File: src/rtl/elevator_pkg.sv
// Shared types and constants for the N-floor elevator controller.
// Optional emergency-recall feature is enabled by defining ELEVATOR_EMERGENCY_EN.
package elevator_pkg;

  typedef enum logic [2:0] {
    IDLE,
    MOVE_UP,
    MOVE_DN,
    DOOR_OPEN,
    DOOR_CLOSE
  } state_e;

  localparam logic [1:0] ENG_STOP = 2'b00;
  localparam logic [1:0] ENG_UP   = 2'b01;
  localparam logic [1:0] ENG_DN   = 2'b10;

  localparam logic DIR_UP = 1'b0;
  localparam logic DIR_DN = 1'b1;

endpackage

File: src/rtl/elevator_call_reg.sv
// Latched per-floor call register with above/below/here flags relative to a reference floor.
module elevator_call_reg #(
  parameter int unsigned FLOORS  = 4,
  parameter int unsigned FLOOR_W = 2
) (
  input  logic               clk,
  input  logic               rst_n,
  input  logic [FLOORS-1:0]  set_i,
  input  logic [FLOORS-1:0]  clr_i,
  input  logic [FLOOR_W-1:0] ref_floor_i,
  output logic [FLOORS-1:0]  pending_o,
  output logic               here_o,
  output logic               any_above_o,
  output logic               any_below_o
);

  logic [FLOORS-1:0] pending_q, pending_d;

  // Clear beats a simultaneous set: the door is open at that floor, so the call is served.
  always_comb pending_d = (pending_q | set_i) & ~clr_i;

  always_ff @(posedge clk or negedge rst_n) begin
    if (!rst_n) pending_q <= '0;
    else        pending_q <= pending_d;
  end

  always_comb begin
    here_o      = 1'b0;
    any_above_o = 1'b0;
    any_below_o = 1'b0;
    for (int unsigned f = 0; f < FLOORS; f++) begin
      if (FLOOR_W'(f) == ref_floor_i) here_o      = here_o | pending_q[f];
      if (FLOOR_W'(f) >  ref_floor_i) any_above_o = any_above_o | pending_q[f];
      if (FLOOR_W'(f) <  ref_floor_i) any_below_o = any_below_o | pending_q[f];
    end
  end

  assign pending_o = pending_q;

endmodule

File: src/rtl/elevator_ctrl_n.sv
// N-floor collective (sweep) elevator controller with door handshake and timed floor tracking.
// Define ELEVATOR_EMERGENCY_EN to add the emerg input (recall to floor 0, door held open).
module elevator_ctrl_n
  import elevator_pkg::*;
#(
  parameter int unsigned FLOORS      = 4,
  parameter int unsigned FLOOR_W     = $clog2(FLOORS),
  parameter int unsigned MOVE_CYCLES = 8,
  parameter int unsigned DOOR_CYCLES = 16
) (
  input  logic               clk,
  input  logic               reset,
  input  logic [FLOORS-1:0]  call,
  input  logic               P,
`ifdef ELEVATOR_EMERGENCY_EN
  input  logic               emerg,
`endif
  output logic [FLOOR_W-1:0] EA,
  output logic [1:0]         Engine,
  output logic               door_open,
  output logic [FLOORS-1:0]  pending,
  output logic               dir
);

  localparam int unsigned MC_W = $clog2(MOVE_CYCLES + 1);
  localparam int unsigned DC_W = $clog2(DOOR_CYCLES + 1);
  localparam logic [MC_W-1:0]    MC_LAST = MC_W'(MOVE_CYCLES - 1);
  localparam logic [DC_W-1:0]    DC_LAST = DC_W'(DOOR_CYCLES - 1);
  localparam logic [FLOOR_W-1:0] TOP     = FLOOR_W'(FLOORS - 1);

  state_e             state_q, state_d;
  logic [FLOOR_W-1:0] ea_q, ea_d, nf, ref_floor;
  logic               dir_q, dir_d;
  logic [MC_W-1:0]    mcnt_q, mcnt_d;
  logic [DC_W-1:0]    dcnt_q, dcnt_d;
  logic [FLOORS-1:0]  set_mask, clr_mask;
  logic               here, any_above, any_below;
  logic               moving, move_term, call_here, go_up, go_dn, ahead, behind, emg;

`ifdef ELEVATOR_EMERGENCY_EN
  assign emg = emerg;
`else
  assign emg = 1'b0;
`endif

  assign moving    = (state_q == MOVE_UP) || (state_q == MOVE_DN);
  assign move_term = moving && P && (mcnt_q == MC_LAST);

  always_comb begin
    nf = ea_q;
    if (state_q == MOVE_UP && ea_q != TOP)  nf = ea_q + FLOOR_W'(1);
    if (state_q == MOVE_DN && ea_q != '0)   nf = ea_q - FLOOR_W'(1);
  end

  // Flags are evaluated at the floor being arrived at so the stop decision lands on the same edge.
  assign ref_floor = move_term ? nf : ea_q;

  always_comb begin
    call_here = 1'b0;
    for (int unsigned f = 0; f < FLOORS; f++)
      if (FLOOR_W'(f) == ea_q) call_here = call_here | call[f];
    call_here = call_here & ~emg;
  end

  always_comb begin
    go_up = any_above;
    go_dn = any_below;
    if (any_above && any_below) begin
      go_up = (dir_q == DIR_UP);
      go_dn = (dir_q == DIR_DN);
    end
    ahead  = (state_q == MOVE_UP) ? any_above : any_below;
    behind = (state_q == MOVE_UP) ? any_below : any_above;
  end

  always_comb begin
    state_d = state_q;
    ea_d    = ea_q;
    dir_d   = dir_q;
    mcnt_d  = mcnt_q;
    dcnt_d  = dcnt_q;
    unique case (state_q)
      IDLE: begin
        if (emg) begin
          if (ea_q == '0) begin
            state_d = DOOR_OPEN;
            dcnt_d  = '0;
          end else begin
            state_d = MOVE_DN;
            dir_d   = DIR_DN;
          end
        end else if (here) begin
          state_d = DOOR_OPEN;
          dcnt_d  = '0;
        end else if (go_up) begin
          state_d = MOVE_UP;
          dir_d   = DIR_UP;
        end else if (go_dn) begin
          state_d = MOVE_DN;
          dir_d   = DIR_DN;
        end
      end
      MOVE_UP, MOVE_DN: begin
        if (move_term) begin
          mcnt_d = '0;
          ea_d   = nf;
          if (emg) begin
            if (nf == '0) begin
              state_d = DOOR_OPEN;
              dcnt_d  = '0;
            end else begin
              state_d = MOVE_DN;
              dir_d   = DIR_DN;
            end
          end else if (here) begin
            state_d = DOOR_OPEN;
            dcnt_d  = '0;
          end else if (ahead) begin
            state_d = state_q;
          end else if (behind) begin
            state_d = (state_q == MOVE_UP) ? MOVE_DN : MOVE_UP;
            dir_d   = ~dir_q;
          end else begin
            state_d = IDLE;
          end
        end else if (P) begin
          mcnt_d = mcnt_q + MC_W'(1);
        end
      end
      DOOR_OPEN: begin
        if (emg && ea_q == '0) begin
          dcnt_d = '0;
        end else if (call_here) begin
          dcnt_d = '0;
        end else if (dcnt_q == DC_LAST) begin
          state_d = DOOR_CLOSE;
          dcnt_d  = '0;
        end else begin
          dcnt_d = dcnt_q + DC_W'(1);
        end
      end
      DOOR_CLOSE: begin
        if (emg) begin
          if (P) begin
            if (ea_q == '0) begin
              state_d = DOOR_OPEN;
              dcnt_d  = '0;
            end else begin
              state_d = MOVE_DN;
              dir_d   = DIR_DN;
            end
          end
        end else if (!P && call_here) begin
          state_d = DOOR_OPEN;
          dcnt_d  = '0;
        end else if (P) begin
          if (go_up) begin
            state_d = MOVE_UP;
            dir_d   = DIR_UP;
          end else if (go_dn) begin
            state_d = MOVE_DN;
            dir_d   = DIR_DN;
          end else begin
            state_d = IDLE;
          end
        end
      end
      default: state_d = IDLE;
    endcase
  end

  always_comb begin
    set_mask = emg ? '0 : call;
    clr_mask = '0;
    for (int unsigned f = 0; f < FLOORS; f++)
      clr_mask[f] = (state_d == DOOR_OPEN) && (FLOOR_W'(f) == ea_d);
    if (emg) clr_mask = '1;
  end

  elevator_call_reg #(
    .FLOORS (FLOORS),
    .FLOOR_W(FLOOR_W)
  ) u_call_reg (
    .clk        (clk),
    .rst_n      (reset),
    .set_i      (set_mask),
    .clr_i      (clr_mask),
    .ref_floor_i(ref_floor),
    .pending_o  (pending),
    .here_o     (here),
    .any_above_o(any_above),
    .any_below_o(any_below)
  );

  always_ff @(posedge clk or negedge reset) begin
    if (!reset) begin
      state_q <= IDLE;
      ea_q    <= '0;
      dir_q   <= DIR_UP;
      mcnt_q  <= '0;
      dcnt_q  <= '0;
    end else begin
      state_q <= state_d;
      ea_q    <= ea_d;
      dir_q   <= dir_d;
      mcnt_q  <= mcnt_d;
      dcnt_q  <= dcnt_d;
    end
  end

  assign EA        = ea_q;
  assign dir       = dir_q;
  assign door_open = (state_q == DOOR_OPEN);
  assign Engine    = {(state_q == MOVE_DN) & P, (state_q == MOVE_UP) & P};

endmodule

File: config.mk
export PLATFORM = sky130hd
export DESIGN_NAME = elevator_ctrl_n
export DESIGN_NICKNAME = d
export VERILOG_FILES = /design/src/rtl/elevator_pkg.sv /design/src/rtl/elevator_call_reg.sv /design/src/rtl/elevator_ctrl_n.sv
export SDC_FILE = /design/constraint.sdc
export NUM_CORES = 1
export LEC_CHECK = 0
export BUFFER_PORTS_ARGS = -buffer_cell sky130_fd_sc_hd__buf_2
export CAP_MARGIN = 20
export CORE_ASPECT_RATIO = 1.4
export CORE_UTILIZATION = 50
export CTS_CLUSTER_DIAMETER = 150
export DETAILED_ROUTE_END_ITERATION = 12
export GPL_ROUTABILITY_DRIVEN = 0
export PLACE_DENSITY = 0.69
export SLEW_MARGIN = 20
export SYNTH_ARGS = -nofsm -noshare
export SYNTH_HDL_FRONTEND = slang
export SYNTH_SLANG_ARGS = --single-unit
File: constraint.sdc
create_clock -name clk -period 7.6 [get_ports clk]
set_input_delay 1.14 -clock clk [delete_from_list [all_inputs] [get_ports clk]]
set_output_delay 1.14 -clock clk [all_outputs]
set_load 0.05 [all_outputs]
==> metrics.md <==
| Metric | Value |
|---|---|
| Post-synth top area share | 0.348 |
| Hold crit path type | reg -> reg |
| Fin. max-slew vios | 0 |
| Final core utilization | 0.567 |
| Detail Route Antenna Nets | 0 |
| Root Driver | clkbuf_4 |
| Final Hold Viols | 0 |
| Drt first pass iters | 5 |
| Sequential share of the synthesized area | 0.348 |
| Setup Buffers After CTS | 0 |
| Clk_lat worst skew | 0.30 ns |
| R2R Setup Slk | 4.51 ns |
| Final TNS setup | 0 ns |
| Status | finished, final reports clean |
| GRT overflow | 0 |
| CP required | 7.79 ns |
| Commonest non-fill, non-tap cell in the layout | dfrtp_1 |
| Total Power Consumption | 0.000589 W |
| Seq cells post-synth | 19 |
| Half-perimeter wire length after placement | 2350 um |
| Die Wd | 46.2 um |
| H-tree Lvls | 1 |
| Residual DRC | 0 |
| Clk sinks | 19 |
| Hold buffer count at cts | 0 |
| Peak supply drop | 0.000180 V |
| CP startpoint kind | input port |
| Via density | 6.04 |
| CP Capture Type | register |
| Starting density of the core | 0.523 |
| Global-route wire length before repair | 4820 um |
| Final Cycle Share | 0.427 |
| Final setup viols | 0 |
| Area grow syn2layout | 8.51% |
| Peak fanout along the critical path | 10 |
| Maximum clock path buffer count | 2 |
| Most frequent cells in the layout | dfrtp_1, nor2_1, buf_2 |
| Worst setup path category | in -> reg |
| Die H | 63.9 um |
| Post-Syn Area | 1370 um^2 |
| Fraction of registers with async set/reset | 1.00 |
| Post-CTS sizing | 0 |
| Share of cells above drive strength 1 | 0.157 |
| DR WL/cell | 15.2 um |
| Worst slew margin | 0.523 |
| I/O Pins | 17 |
| Worst Tran Pin Value | 0.716 ns |
| Routed Wire Length | 3060 um |
| Area contributors post-synth | dfrtp_1, ha_1, nor2_1 |
| Minimum clock period | 3.24 ns |
| Yosys top cell by area | dfrtp_1 |
| Post-route cell area | 1480 um^2 |
| Post-synth EDFFs | 0 |
| Cts bufs inserted | 3 |
| Netlist cell types | 55 |
| Post-DP Area | 1460 um^2 |
| Synth Flop Type | dfrtp_1 |
| Total power divided by cell area | 397 nW/um^2 |
| Synthesized Nets | 165 |
| Total GRT Usage | 0.216 |
| Max frequency | 308 MHz |
| Clock Skew | 0.00868 ns |
| Die area | 2950 um^2 |
| Port bufs | 16 |
| Leakage | 0.639 nW |
| CTS tree | done |
| Largest net degree at the start of global routing | 20 |
| Syn_area_per_cell | 9.00 um^2 |
| RSZ-0062 raised after global routing | false |
| Worst-path clk slew | 0.12 ns |
| Max-Cap Viols | 0 |
| Vias in the first global route | 1131 |
| Final net count | 180 |
| Vias | 1221 |
| DRT iter0 DRCs | 40 |
| Row Count | 22 |
| Cell count after synthesis | 152 |
| # diodes | 0 |
| Initial antenna violation count | 0 |
| Synth warnings | 0 |
| Worst EP arrival | 3.43 ns |
| Core area | 2620 um^2 |
stage by stage:
| step | hold WS (ns) | setup slack (ns) | instances |
|---|---|---|---|
| 5_1_grt | 0.533 | 4.25 | 202 |
| 3_3_place_gp | 0.472 | 4.08 | 198 |
| 4_1_cts | 0.499 | 4.40 | 202 |
| 6_report | 0.503 | 4.36 | 202 |
| 3_5_place_dp | 0.480 | 4.07 | 198 |
| 2_1_floorplan | 0.444 | 4.35 | 152 |
per-layer routing:
metal,vias up,part of all wire,global-route usage
met4,0,0.0039,0.0404
met1,593,0.43,0.266
met2,31,0.53,0.386
met3,2,0.038,0.0282
li1,595,-,-
met5,-,0,0
cell usage after synthesis, types with 3 or more instances:
cell type  instances
a21oi_1            4
nor3_1             6
nand2_1            9
a31oi_1            4
nor2_1            17
nand3_1            5
nor2b_1            5
ha_1               6
inv_1              6
dfrtp_1           19
o21ai_0            7
o31ai_1            3
registers in the layout (all words and copies together), names as in the netlist:
name                  count
dcnt_q                    5
mcnt_q                    4
u_call_reg.pending_o      4
state_q                   3
EA                        2
dir                       1
critical path, stage by stage:
cell and delay (ns):
buf_2 0.17, nand4b_1 0.28, a211oi_2 0.30, xnor2_1 0.27, inv_2 0.14, a21o_1 0.22, a21oi_2 0.29, or3b_2 0.47
nand3_1 0.09, a22oi_1 0.06
cell type report:
class	count	area, um^2
clock buffer	3	22.5
fill	238	1130
clock inverter	1	5.00
inverter	7	26.3
multi-input combinational	120	830
timing repair buffer	16	80.1
tap	36	45.0
sequential	19	475
path summary, 6_finish.rpt:
path	cells after the start	to	from
setup / recovery	10	dir$_DFFE_PN0P_	P
hold / removal	1	dcnt_q[3]$_DFFE_PN0P_	dcnt_q[3]$_DFFE_PN0P_
setup reg to reg	10	dir$_DFFE_PN0P_	EA[1]$_DFF_PN0_
hold reg to reg	1	dcnt_q[3]$_DFFE_PN0P_	dcnt_q[3]$_DFFE_PN0P_
max in group asynchronous	1	u_call_reg.pending_o[2]$_DFF_PN0_	reset
min in group asynchronous	1	dir$_DFFE_PN0P_	reset
cell families (layout without fill, tap and decap cells):
group | count (synthesis) | in the layout | synth area share
AND/OR/NAND/NOR | 62 | 62 | 0.251
AO/OA/AOI/OAI | 44 | 44 | 0.245
multiplexers | 3 | 3 | 0.0229
buffers and inverters | 13 | 27 | 0.0457
adder cells (fa/ha/maj) | 7 | 7 | 0.0622
flip-flops | 19 | 19 | 0.348
XOR/XNOR | 4 | 4 | 0.0256
power breakdown:
part	leakage [nW]	total, W	switching (W)	internal (W)
clock	0.0177	0.0000517	0.0000321	0.0000196
sequential	0.230	0.000188	0.0000529	0.000135
combinational	0.392	0.000349	0.000221	0.000128
total	0.639	0.000589	0.000306	0.000283
Power figures use the tool's default switching activity.
